File: src/rtl/ysyx_25040129_wbq.sv
// ysyx_25040129_wbq: in-order write-back queue with GPR forwarding, EBREAK halt and retire counter
`ifndef ysyx_25040129_REGS_DIG
`define ysyx_25040129_REGS_DIG 5
`endif
`ifndef ysyx_25040129_CSR_DIG
`define ysyx_25040129_CSR_DIG 12
`endif

module ysyx_25040129_wbq #(
    parameter int DEPTH  = 4,
    parameter int XLEN   = 32,
    parameter int REG_AW = `ysyx_25040129_REGS_DIG,
    parameter int CSR_AW = `ysyx_25040129_CSR_DIG
) (
    input  logic                       clock,
    input  logic                       reset_n,
    input  logic                       in_valid,
    output logic                       in_ready,
    input  logic [REG_AW-1:0]          in_rd,
    input  logic [XLEN-1:0]            in_result,
    input  logic                       in_reg_write,
    input  logic                       in_csr_write,
    input  logic [CSR_AW-1:0]          in_csr_addr,
    input  logic                       in_ebreak,
    input  logic                       wb_ready,
    output logic                       rf_we,
    output logic [REG_AW-1:0]          rf_rd,
    output logic [XLEN-1:0]            rf_wdata,
    output logic                       csr_we,
    output logic [CSR_AW-1:0]          csr_addr,
    output logic [XLEN-1:0]            csr_wdata,
    input  logic [REG_AW-1:0]          fwd_rs,
    output logic                       fwd_hit,
    output logic [XLEN-1:0]            fwd_data,
    input  logic                       flush,
    output logic                       halt,
    output logic [$clog2(DEPTH+1)-1:0] count,
    output logic [31:0]                retire_cnt
);
    localparam int PW = $clog2(DEPTH);
    localparam int CW = $clog2(DEPTH + 1);

    logic [REG_AW-1:0] e_rd  [DEPTH];
    logic [XLEN-1:0]   e_res [DEPTH];
    logic [CSR_AW-1:0] e_ca  [DEPTH];
    logic [DEPTH-1:0]  e_rw, e_cw, e_eb;
    logic [PW:0]       wptr, rptr;
    logic [PW-1:0]     h, k;
    logic              empty, full, push, pop;

    assign h        = rptr[PW-1:0];
    assign empty    = wptr == rptr;
    assign full     = (wptr[PW] != rptr[PW]) && (wptr[PW-1:0] == rptr[PW-1:0]);
    assign in_ready = !full && !halt && !flush;
    assign push     = in_valid && in_ready;
    assign pop      = !empty && wb_ready && !halt && !flush;

    assign rf_we     = pop && e_rw[h] && (e_rd[h] != '0);
    assign csr_we    = pop && e_cw[h];
    assign rf_rd     = empty ? '0 : e_rd[h];
    assign rf_wdata  = empty ? '0 : e_res[h];
    assign csr_addr  = empty ? '0 : e_ca[h];
    assign csr_wdata = empty ? '0 : e_res[h];

    always_ff @(posedge clock or negedge reset_n) begin
        if (!reset_n) begin
            wptr       <= '0;
            rptr       <= '0;
            count      <= '0;
            halt       <= 1'b0;
            retire_cnt <= '0;
        end else if (flush) begin
            wptr  <= '0;
            rptr  <= '0;
            count <= '0;
        end else begin
            wptr       <= wptr + (PW+1)'(push);
            rptr       <= rptr + (PW+1)'(pop);
            count      <= count + CW'(push) - CW'(pop);
            halt       <= halt | (pop && e_eb[h]);
            retire_cnt <= retire_cnt + 32'(pop);
        end
    end

    always_ff @(posedge clock) begin
        if (push) begin
            e_rd[wptr[PW-1:0]]  <= in_rd;
            e_res[wptr[PW-1:0]] <= in_result;
            e_ca[wptr[PW-1:0]]  <= in_csr_addr;
            e_rw[wptr[PW-1:0]]  <= in_reg_write;
            e_cw[wptr[PW-1:0]]  <= in_csr_write;
            e_eb[wptr[PW-1:0]]  <= in_ebreak;
        end
    end

    // scan oldest to youngest so the last match wins
    always_comb begin
        fwd_hit  = 1'b0;
        fwd_data = '0;
        k        = '0;
        for (int i = 0; i < DEPTH; i++) begin
            k = h + PW'(i);
            if (CW'(i) < count && e_rw[k] && e_rd[k] == fwd_rs && fwd_rs != '0) begin
                fwd_hit  = 1'b1;
                fwd_data = e_res[k];
            end
        end
    end
endmodule

File: config.mk
export PLATFORM = sky130hd
export DESIGN_NAME = ysyx_25040129_wbq
export DESIGN_NICKNAME = d
export VERILOG_FILES = /design/src/rtl/ysyx_25040129_wbq.sv
export SDC_FILE = /design/constraint.sdc
export NUM_CORES = 1
export LEC_CHECK = 0
export ABC_AREA = 1
export CORE_UTILIZATION = 50
export CTS_BUF_LIST = sky130_fd_sc_hd__clkbuf_16
export CTS_CLUSTER_DIAMETER = 30
export DETAILED_ROUTE_END_ITERATION = 8
export GPL_ROUTABILITY_DRIVEN = 0
export PLACE_DENSITY = 0.88
export SLEW_MARGIN = 20
export SYNTH_ARGS = -nofsm -noshare
export SYNTH_HDL_FRONTEND = slang
export SYNTH_SLANG_ARGS = --single-unit
File: constraint.sdc
create_clock -name clock -period 5.74 [get_ports clock]
set_clock_uncertainty 0.05 [all_clocks]
set_input_delay 0.574 -clock clock [delete_from_list [all_inputs] [get_ports clock]]
set_output_delay 0.574 -clock clock [all_outputs]
set_load 0.005 [all_outputs]
Word-level counts from Yosys, hierarchy flattened. Memories as Yosys holds them, arrays and structs flattened. Index checks and enable logic that the tools add are counted.

Equality and inequality tests: 7. Magnitude comparators: 10. Bitwise logic cells: 1. $add $sub $neg: 8. Multiplexer cells: 33. Reduce and logical (&&, ||, !) cells: 30.

Operator list (number): 32-bit 2-to-1 mux (5); 32-bit by 1-bit adder with 32-bit output (1); 1-bit logical AND (24); 5-bit == test (4); 2-bit by 3-bit < comparator with 1-bit output (second input constant) (5); 1-bit 2-to-1 mux (13); 1-bit binary-select mux with 2-bit select (6); 4-bit bitwise mux (3); 12-bit 2-to-1 mux (1); 5-bit nonzero test (2); 3-bit by 1-bit adder with 3-bit output (3); 3-bit 2-to-1 mux (3); 1-bit by 3-bit < comparator with 1-bit output (first input constant) (2); 2-bit by 3-bit < comparator with 1-bit output (first input constant) (2); 5-bit 2-to-1 mux (1); 2-bit adder (second input constant) (2); 1-bit zero test (4); 3-bit == test (1); 3-bit by 1-bit subtractor with 3-bit output (1); 2-bit by 1-bit adder with 2-bit output (second input constant) (1); 1-bit demux with 2-bit select (1); 2-bit == test (1); 2-bit by 1-bit >= comparator with 1-bit output (second input constant) (1); 1-bit inequality test (1); 1-bit OR (1).

Word-level logic and storage cells: 100. Memories: 3. Bits in registers: 54. Memory bits (writable): 196. Output and inout port bits: 153.

Memory list: e_res (depth 4, bits a word 32, rd ports 4, clocked after Yosys merged registers in 0, wr ports 1, RTL line 44) `logic [XLEN-1:0] e_res [DEPTH];`; e_ca (depth 4, bits a word 12, rd ports 1, clocked after Yosys merged registers in 0, wr ports 1, RTL line 45) `logic [CSR_AW-1:0] e_ca [DEPTH];`; e_rd (depth 4, bits a word 5, rd ports 4, clocked after Yosys merged registers in 0, wr ports 1, RTL line 43) `logic [REG_AW-1:0] e_rd [DEPTH];`.

Depth between registers and ports, before layout. Gate-level depths: netlist of the first run.

Depth in word-level cells: 9. Depth in mapped cells: 20. Depth with buffers taken out: 18.

Worst setup path before layout of the first run. Ideal clock, no wire load.

Kind: register -> register. Start: register rptr[1]. End: memory e_ca[2][0] in the netlist's numbering (enable). Cell stages (with the launch flop): 10. Required time: 5.164 ns. Setup time: 0.526 ns. Slack: 0.308 ns. Arrival time: 4.855 ns. Cell sequence: dfrtp_1 -> buf_4 -> inv_4 -> clkbuf_1 -> nand2_1 -> nand4_1 -> o211ai_1 -> inv_1 -> nand2_1 -> nor3_1.

Cells in the longest elaborated chain, start to end: 8.

RTL lines: start: declaration (RTL line 47) `logic [PW:0] wptr, rptr;`; start signal: assignment (RTL line 78) `rptr <= rptr + (PW+1)'(pop);`; 2-bit == test (RTL line 53) `assign full = (wptr[PW] != rptr[PW]) && (wptr[PW-1:0] == rptr[PW-1:0]);`; 1-bit logical AND (RTL line 53); 1-bit zero test (RTL line 54) `assign in_ready = !full && !halt && !flush;`; 1-bit logical AND (2 in a row) (RTL line 54); via in_ready (RTL line 18) `output logic in_ready,`; 1-bit logical AND (RTL line 55) `assign push = in_valid && in_ready;`; 1-bit 2-to-1 mux (RTL line 86) `if (push) begin`; 1-bit 2-to-1 mux (implied by the code) (RTL line 89) `e_ca[wptr[PW-1:0]] <= in_csr_addr;`; end: declaration (RTL line 45).

The timed path passes the listed nets, and every way through them passes these cells.

Final worst setup path of the first run.
Start: register rptr[0]. End: output fwd_data[20].

Cells in the longest elaborated chain, start to end: 9. Elaborated cells on any way between the ends: 33. Classes of those cells: 3 x add/sub; 4 x eq/ne; 12 x mux; 12 x reduce/logical; 2 x memory.

RTL lines: parallel branches: the longest is 8 deep, another holds memory 4 x 5 bit; 32-bit 2-to-1 mux (*) (RTL line 103) `if (CW'(i) < count && e_rw[k] && e_rd[k] == fwd_rs && fwd_rs != '0) begin`; end: declaration (RTL line 34) `output logic [XLEN-1:0] fwd_data,`.

Every way passes the cells marked *. The select of a mux whose other input is x is not followed.

==> impl_metrics.json, run 1 <==
{
  "cts.sinks": 250,
  "grt_pass1_wl_um": 62000,
  "vias": 13200,
  "layout_common_cells": "nand2_1, o21ai_0, clkdlybuf4s50_1",
  "fmax_ghz": 0.187,
  "multi_input_area_um2": 5700,
  "synth_seq_cells": 250,
  "worst_pin_slew_ns": 1.08,
  "clk_path_buf_depth": 3,
  "yosysTopAreaCell": "edfxtp_1",
  "core_region_area_um2": 27900,
  "ant_nets": 0,
  "ctsHoldBuffers": 0,
  "drive_gt1_share_pct": 5.45,
  "fin_crit_ns": 5.35,
  "finalMaxSlewViolations": 0,
  "ys_warn_count": 0,
  "pre_cts_slack_ns": 1.05,
  "drc": 0,
  "reg2reg_to": "retire_cnt[30]",
  "fp-row-count": 61,
  "ff_latch_area_um2": 7300,
  "detail_route.wl_per_cell_um": 17.2,
  "dr.pass1.iters": 9,
  "cts_made_buffers": 44,
  "ys_types": 36,
  "dpl_cell_area_um2": 16400,
  "setup_violations": 0,
  "finalCritPeriodShare_pct": 93.2,
  "post_cts.repair.setup_buffers": 0,
  "worstReg2RegStart": "rptr[0]",
  "setup_slack_ns": 0.389,
  "synth-edff-count": 208,
  "ys_top_cells_by_area": "edfxtp_1, nand2_1, o21ai_0",
  "ctsResizeCount": 0,
  "worst-r2r-cell-count": 18,
  "synthArstFlopShare_pct": 16.8,
  "max-slew-margin-rel_pct": 27.7,
  "hold_viol_final": 0,
  "rsz0062_at_grt": "no",
  "h-tree-depth": 2,
  "clock_latency_ns": 0.54,
  "cts_tree": "built",
  "via_per_inst": 5.71,
  "fin_tns_setup_ns": 0,
  "synth_nets": 1828,
  "ys.flop_type": "edfxtp_1",
  "worstPathArrival_ns": 4.73,
  "place_hpwl_um": 25500,
  "layout_commonest_cell": "nand2_1",
  "dieArea_um2": 29300,
  "nets": 1968,
  "die_w_um": 171,
  "fill_cells": 2196,
  "startpoint_type": "flip-flop",
  "required_ns": 5.12,
  "start_util_pct": 51.2,
  "grt_usage_pct": 26.9,
  "antenna_found_initial": 4,
  "grt_max_degree": 98,
  "cts_root_buffer": "clkbuf_16",
  "die_h_um": 171,
  "yosysSeqAreaShare_pct": 51.0,
  "area_growth_syn_to_layout_pct": 24.9,
  "peakVddDrop_mv": 0.218,
  "end_kind": "output pin",
  "numPortBuffers": 214,
  "max_cap_violations": 0,
  "drtIter0Drc": 1928,
  "syn_avg_cell_area_um2": 8.16,
  "grt_pass1_vias": 12700,
  "hold_path_class": "primary input to asynchronous set/reset pin",
  "r2r_slack_ns": 1.10,
  "worst-setup-path-type": "flip-flop to output pin",
  "clkTransAtPathRegs_ns": 0.06,
  "synth_cells": 1755,
  "path_max_fanout": 72,
  "pin_count": 215,
  "overflow": 0,
  "status": "finished clean",
  "p_leak_uw": 0.00744,
  "routed_wl_um": 39600,
  "fin_area_um2": 17900,
  "power.density_nw_per_um2": 256,
  "synth_top_area_share_pct": 43.6,
  "synth_area_um2": 14300
}
layout make-up:
| cell class | count | area share, % |
|---|---|---|
| inverters | 171 | 3.62 |
| flip-flops and latches | 250 | 40.8 |
| diodes | 3 | 0.0420 |
| multi-input cells | 1195 | 31.9 |
| repair buffers | 233 | 12.8 |
| well taps | 378 | 2.64 |
| clock inverters | 34 | 2.04 |
| clock buffers | 44 | 6.16 |
metal layers:
metal | global-route usage, % | vias up | routed length (um)
li1 | - | 6130 | -
met1 | 33.0 | 6078 | 15200
met2 | 44.8 | 819 | 18900
met3 | 5.48 | 144 | 3970
met4 | 14.0 | 2 | 1500
met5 | 0 | - | 13
cells in the mapped netlist, types with 2 or more instances:
cell type  instances
nand4_1           43
dfrtp_1           42
o21ai_0          228
nor2_1           100
xnor2_1           12
xor2_1            23
and3_1             2
nand3_1          121
edfxtp_1         208
a22oi_1           26
nor2_2             3
buf_1              6
ha_1              10
clkbuf_1          66
nand2_1          541
inv_1            168
o211ai_1          35
nor3_1            14
o21ai_1            9
a21oi_1           14
buf_4             48
nor4_1             5
buf_2             18
metrics by stage:
step / hold slack, ns / std cells / utilization (%) / total power (uW)
floorplan: 0.228 / 1755 / - / 2020
global placement: 0.403 / 2227 / 58.7 / 2090
detailed placement: 0.407 / 2227 / 58.7 / 2090
CTS: 0.152 / 2305 / 64.0 / 4590
global route: 0.208 / 2307 / 64.0 / 4690
finish: 0.130 / 2308 / 64.0 / 4580
worst max path at each step:
stage          cells past startpoint  startpoint  slack, ns           end
2_1_floorplan                      9     rptr[1]       0.31    e_ca[2][0]
3_3_place_gp                      15     rptr[0]       1.16   fwd_data[1]
4_1_cts                           15     rptr[0]       0.50  fwd_data[13]
5_1_grt                           15     rptr[0]       0.06  fwd_data[14]
3_5_place_dp                      15     rptr[0]       1.05   fwd_data[1]
6_report                          15     rptr[0]       0.39  fwd_data[20]
state kept, by name, indices dropped and copies added, names as in the netlist:
name and cells:
retire_cnt 32, e_eb 4, halt 1, e_res 128
e_ca 48, e_rd 20, count 3, e_rw 4
wptr 3, rptr 3, e_cw 4
report_power, final:
part | internal [uW] | switching (uW)
sequential | 1970 | 0
combinational | 41.5 | 48.6
clock | 1630 | 888
total | 3640 | 936
critical path: stages, from the launching register on:
cell and delay (ns):
dfrtp_4 0.73, inv_4 0.44, buf_4 0.41, nand2_1 0.13
nand3_1 0.10, nand2_1 0.08, nand2_1 0.06, o21ai_0 0.09
nor2_1 0.12, nand3_2 0.68, buf_4 0.53, nor2_1 0.16
nor2_1 0.06, nand2_1 0.09, nand2_1 0.06, clkdlybuf4s50_1 0.44
cell families (layout without fill, tap and decap cells):
logic type	count (synthesis)	count (layout)	share of synthesized area (%)
xor gates and xnor gates	35	35	2.14
other	0	3	0
DFF	250	250	51.0
and+or+nand+nor	834	834	24.1
AOI/OAI and AO/OA	314	314	12.1
adders and majority gates	11	11	1.01
buffers and inverters	310	482	9.62
muxes	1	1	0.0699
(Power assumes the default switching activity.)
==> run 2, diff against run 1 <==
--- a/config.mk
+++ b/config.mk
@@ -9,6 +9,7 @@
 export CORE_UTILIZATION = 50
 export CTS_BUF_LIST = sky130_fd_sc_hd__clkbuf_16
 export CTS_CLUSTER_DIAMETER = 30
+export CTS_CLUSTER_SIZE = 28
 export DETAILED_ROUTE_END_ITERATION = 8
 export GPL_ROUTABILITY_DRIVEN = 0
 export PLACE_DENSITY = 0.88
==> impl_metrics.json, run 2 (synthesis results as in run 1) <==
{
  "via_per_inst": 5.69,
  "grt_pass1_wl_um": 62000,
  "detail_route.wl_per_cell_um": 17.2,
  "multi_input_area_um2": 5700,
  "pin_count": 215,
  "switching_share_pct": 20.5,
  "post_cts.repair.setup_buffers": 0,
  "p_int_uw": 3640,
  "finalMaxSlewViolations": 0,
  "routed_wl_um": 39700,
  "combPwrFrac_pct": 2.0,
  "drc": 0,
  "setup_violations": 0,
  "clkTransAtPathRegs_ns": 0.06,
  "drive_gt1_share_pct": 5.45,
  "rsz0062_at_grt": "no",
  "cts_made_buffers": 44,
  "numPortBuffers": 214,
  "clk_path_buf_depth": 3,
  "worstReg2RegStart": "rptr[0]",
  "switching_power_uw": 939,
  "nets": 1968,
  "status": "finished clean",
  "core_region_area_um2": 27900,
  "required_ns": 5.12,
  "worst_pin_slew_ns": 1.10,
  "path_max_fanout": 72,
  "hold_path_class": "primary input to asynchronous set/reset pin",
  "ant_nets": 0,
  "ctsHoldBuffers": 0,
  "largest_register_ff_count": 128,
  "max_stage_delay_ns": 0.73,
  "fill_cells": 2196,
  "startpoint_type": "flip-flop",
  "max_cap_violations": 0,
  "clock_latency_ns": 0.54,
  "h-tree-depth": 2,
  "start_util_pct": 51.2,
  "fmax_ghz": 0.186,
  "drtIter0Drc": 1843,
  "peakVddDrop_mv": 0.218,
  "max-slew-margin-rel_pct": 26.1,
  "layout_commonest_cell": "nand2_1",
  "dieArea_um2": 29300,
  "fin_tns_setup_ns": 0,
  "antenna_found_initial": 4,
  "layout_common_cells": "nand2_1, o21ai_0, clkdlybuf4s50_1",
  "vias": 13100,
  "ff_latch_area_um2": 7300,
  "grt_max_degree": 98,
  "cp_common_cell": "nand2_1",
  "finalCritPeriodShare_pct": 93.7,
  "p_leak_uw": 0.00744,
  "fin_util_pct": 64.0,
  "clkPwrFrac_pct": 55.1,
  "grt_usage_pct": 26.9,
  "area_growth_syn_to_layout_pct": 24.9,
  "cts_root_buffer": "clkbuf_16",
  "fin_crit_ns": 5.38,
  "seqPwrFrac_pct": 43.0,
  "cp_slowest_cell": "dfrtp_4",
  "crit_start": "rptr[0]",
  "overflow": 0,
  "cts_tree": "built",
  "die_w_um": 171,
  "place_hpwl_um": 25500,
  "worst-setup-path-type": "flip-flop to output pin",
  "dr.pass1.iters": 9,
  "ctsResizeCount": 0,
  "hold_viol_final": 0,
  "grt_pass1_vias": 12800,
  "power.density_nw_per_um2": 256,
  "fp-row-count": 61,
  "cts.sinks": 250,
  "end_kind": "output pin",
  "cp_cell_sequence": "inv_4 -> buf_4 -> nand2_1 -> nand3_1 -> nand2_1 -> nand2_1 -> o21ai_0 -> nor2_1 -> nand3_2 -> buf_4 -> nor2_1 -> nor2_1 -> nand2_1 -> nand2_1 -> clkdlybuf4s50_1",
  "die_h_um": 171,
  "worstPathArrival_ns": 4.76
}
[run 2: cell counts in the layout (fill, tap and decap cells not counted)]
No cell type changed its count.
[run 2: final cells by class]
type / instances / area share (%)
inverters: 171 / 3.62
clock inverters: 34 / 2.04
well taps: 378 / 2.64
flip-flops and latches: 250 / 40.8
clock buffers: 44 / 6.16
repair buffers: 233 / 12.8
diodes: 3 / 0.0420
multi-input cells: 1195 / 31.9
[run 2: layer usage]
metal	wire length (um)	vias up	share of wire, %	GRT usage (%)
met5	12	-	0.030	0
met4	1470	2	3.7	14.1
met3	4080	141	10	5.43
met2	19000	788	48	44.8
met1	15100	6066	38	33.0
li1	-	6131	-	-
[run 2: metrics by stage]
stage / hold slack, ns / power (uW) / cells / worst slack (ns) / area [um2]
floorplan: 0.228 / 2020 / 1755 / 0.308 / 14300
global placement: 0.403 / 2090 / 2227 / 1.16 / 16400
detailed placement: 0.407 / 2090 / 2227 / 1.05 / 16400
CTS: 0.152 / 4590 / 2305 / 0.500 / 17900
global route: 0.209 / 4690 / 2307 / 0.0590 / 17900
finish: 0.132 / 4580 / 2308 / 0.361 / 17900
[run 2: critical path, delay by kind of cell, from the launching register on]
family	cells	cell delay, ns
flops	1	0.73
simple gates	10	1.57
buf+inv	4	1.82
compound gates	1	0.09
[run 2: power by group through the flow]
stage                     registers [uW]  clock network [uW]  logic, uW
after floorplan                     2000                   0       14.8
after detailed placement            2000                   0       88.1
after global placement              2000                   0       84.9
after global routing                1970                2630       96.1
after CTS                           1970                2530       88.4
final                               1970                2520       89.9
[run 2: final timing paths]
| kind | to | slack [ns] | cells after the start |
|---|---|---|---|
| max in group asynchronous | rptr[0] | 4.79 | 1 |
| min reg2reg | retire_cnt[31] | 0.41 | 1 |
| min | retire_cnt[22] | 0.13 | 1 |
| min in group clock | retire_cnt[31] | 0.41 | 1 |
| max reg2reg | retire_cnt[30] | 1.12 | 18 |
| max | fwd_data[20] | 0.36 | 15 |
==> run 3, diff against run 2 <==
--- a/config.mk
+++ b/config.mk
@@ -6,13 +6,14 @@
 export NUM_CORES = 1
 export LEC_CHECK = 0
 export ABC_AREA = 1
+export CORE_MARGIN = 2
 export CORE_UTILIZATION = 50
 export CTS_BUF_LIST = sky130_fd_sc_hd__clkbuf_16
 export CTS_CLUSTER_DIAMETER = 30
 export CTS_CLUSTER_SIZE = 28
 export DETAILED_ROUTE_END_ITERATION = 8
 export GPL_ROUTABILITY_DRIVEN = 0
-export PLACE_DENSITY = 0.88
+export PLACE_DENSITY_LB_ADDON = 0.25
 export SLEW_MARGIN = 20
 export SYNTH_ARGS = -nofsm -noshare
 export SYNTH_HDL_FRONTEND = slang
==> impl_metrics.json, run 3 (synthesis results as in run 1) <==
{
  "p_leak_uw": 0.00763,
  "grt_pass1_vias": 11900,
  "dpl_cell_area_um2": 16400,
  "overflow": 0,
  "ant_nets": 0,
  "clk_path_buf_depth": 3,
  "cts.sinks": 250,
  "via_per_inst": 5.48,
  "status": "finished clean",
  "area_growth_syn_to_layout_pct": 27.5,
  "dieArea_um2": 30000,
  "layout_commonest_cell": "nand2_1",
  "final_cells": 2334,
  "fmax_ghz": 0.197,
  "vias": 12800,
  "routed_wl_um": 38400,
  "clkTransAtPathRegs_ns": 0.05,
  "cts_made_buffers": 52,
  "cts_tree": "built",
  "pin_count": 215,
  "numPortBuffers": 214,
  "ctsHoldBuffers": 0,
  "grt_max_degree": 117,
  "crit_buf_inv": 3,
  "fin_tns_setup_ns": 0,
  "max_stage_delay_ns": 0.58,
  "die_h_um": 173,
  "crit_family": "simple AND/OR/NAND/NOR gates",
  "finalMaxSlewViolations": 0,
  "worst-setup-path-type": "flip-flop to output pin",
  "max_cap_violations": 0,
  "fin_area_um2": 18200,
  "layout_common_cells": "nand2_1, o21ai_0, clkdlybuf4s50_1",
  "drc": 0,
  "largest_register_ff_count": 128,
  "place_hpwl_um": 24400,
  "grt_usage_pct": 25.0,
  "clock_latency_ns": 0.57,
  "r2r_slack_ns": 1.19,
  "cp_slowest_cell": "nor2_2",
  "end_kind": "output pin",
  "cp_cell_sequence": "inv_4 -> nand2_1 -> nand2_4 -> nand3_1 -> nand3_1 -> nand2_1 -> nor2_2 -> buf_4 -> nand4_1 -> nand3_1 -> nand2_1 -> nand2_1 -> clkdlybuf4s50_1",
  "ctsResizeCount": 0,
  "h-tree-depth": 2,
  "peakVddDrop_mv": 0.299,
  "worst_pin_slew_ns": 1.09,
  "detail_route.wl_per_cell_um": 16.5,
  "core_region_area_um2": 28000,
  "hold_viol_final": 0,
  "finalCritPeriodShare_pct": 88.6,
  "drive_gt1_share_pct": 6.81,
  "drtIter0Drc": 1375,
  "post_cts.repair.setup_buffers": 0,
  "worstPathArrival_ns": 4.46,
  "required_ns": 5.12,
  "startpoint_type": "flip-flop",
  "start_util_pct": 51.1,
  "setup_violations": 0,
  "cp_common_cell": "nand2_1",
  "path_max_fanout": 58,
  "rsz0062_at_grt": "no",
  "hold_path_class": "primary input to asynchronous set/reset pin",
  "die_w_um": 173,
  "max-slew-margin-rel_pct": 27.2,
  "power.density_nw_per_um2": 274,
  "fp-row-count": 61,
  "cts_root_buffer": "clkbuf_16",
  "dr.pass1.iters": 6,
  "nets": 1983,
  "fin_crit_ns": 5.09,
  "antenna_found_initial": 2,
  "dp.cells": 2232,
  "grt_pass1_wl_um": 60700
}
run 3: report_power, final:
group	leakage, uW	total, uW	switching, uW	internal [uW]
logic	0.00435	91.6	48.5	43.1
clock network	0.000873	2930	1030	1900
registers	0.00242	1970	0	1970
run 3: per-stage QoR:
step	setup slack [ns]	power (uW)	util, %	hold WS (ns)
3_3_place_gp	1.33	2090	58.7	0.419
2_1_floorplan	0.308	2020	-	0.228
6_report	0.652	4990	65.1	0.370
5_1_grt	0.355	5130	65.1	0.389
4_1_cts	0.688	5020	65.0	0.123
3_5_place_dp	1.27	2090	58.7	0.407
run 3: routing by layer:
| layer | share of wire [%] | GRT usage, % |
|---|---|---|
| met5 | 0 | 0 |
| met4 | 3.0 | 9.39 |
| met3 | 9.0 | 4.86 |
| met2 | 47 | 40.7 |
| met1 | 41 | 33.2 |
run 3: final timing paths:
check                               start              to  cells past startpoint
setup / recovery                  rptr[1]    fwd_data[15]                     13
hold / removal                    reset_n  retire_cnt[29]                      2
setup reg to reg                  rptr[0]  retire_cnt[24]                     18
hold reg to reg            retire_cnt[31]  retire_cnt[31]                      1
max in group asynchronous         reset_n         rptr[1]                      3
min in group clock         retire_cnt[31]  retire_cnt[31]                      1
run 3: final cells by class:
cell class / instances / area [um2]
sequential: 250 / 7300
multi-input combinational: 1195 / 5690
fill: 2196 / 9770
antenna: 2 / 5.00
tap: 378 / 473
clock inverter: 46 / 468
clock buffer: 52 / 1300
timing repair buffer: 240 / 2360
inverter: 171 / 647
run 3: worst reg2reg max path, cell delays in order, from the launching register on:
cell and delay (ns):
dfrtp_4 0.43, buf_4 0.64, nand2_1 0.13, nand4_1 0.17
nor2_1 0.25, inv_1 0.15, nand4_1 0.23, inv_1 0.23
ha_1 0.21, ha_1 0.17, nand2_1 0.06, nor2_1 0.23
nand2_1 0.12, nor2_1 0.11, nand2_1 0.14, nor4_1 0.56
nand2_1 0.22, nor2_1 0.16, xor2_1 0.21
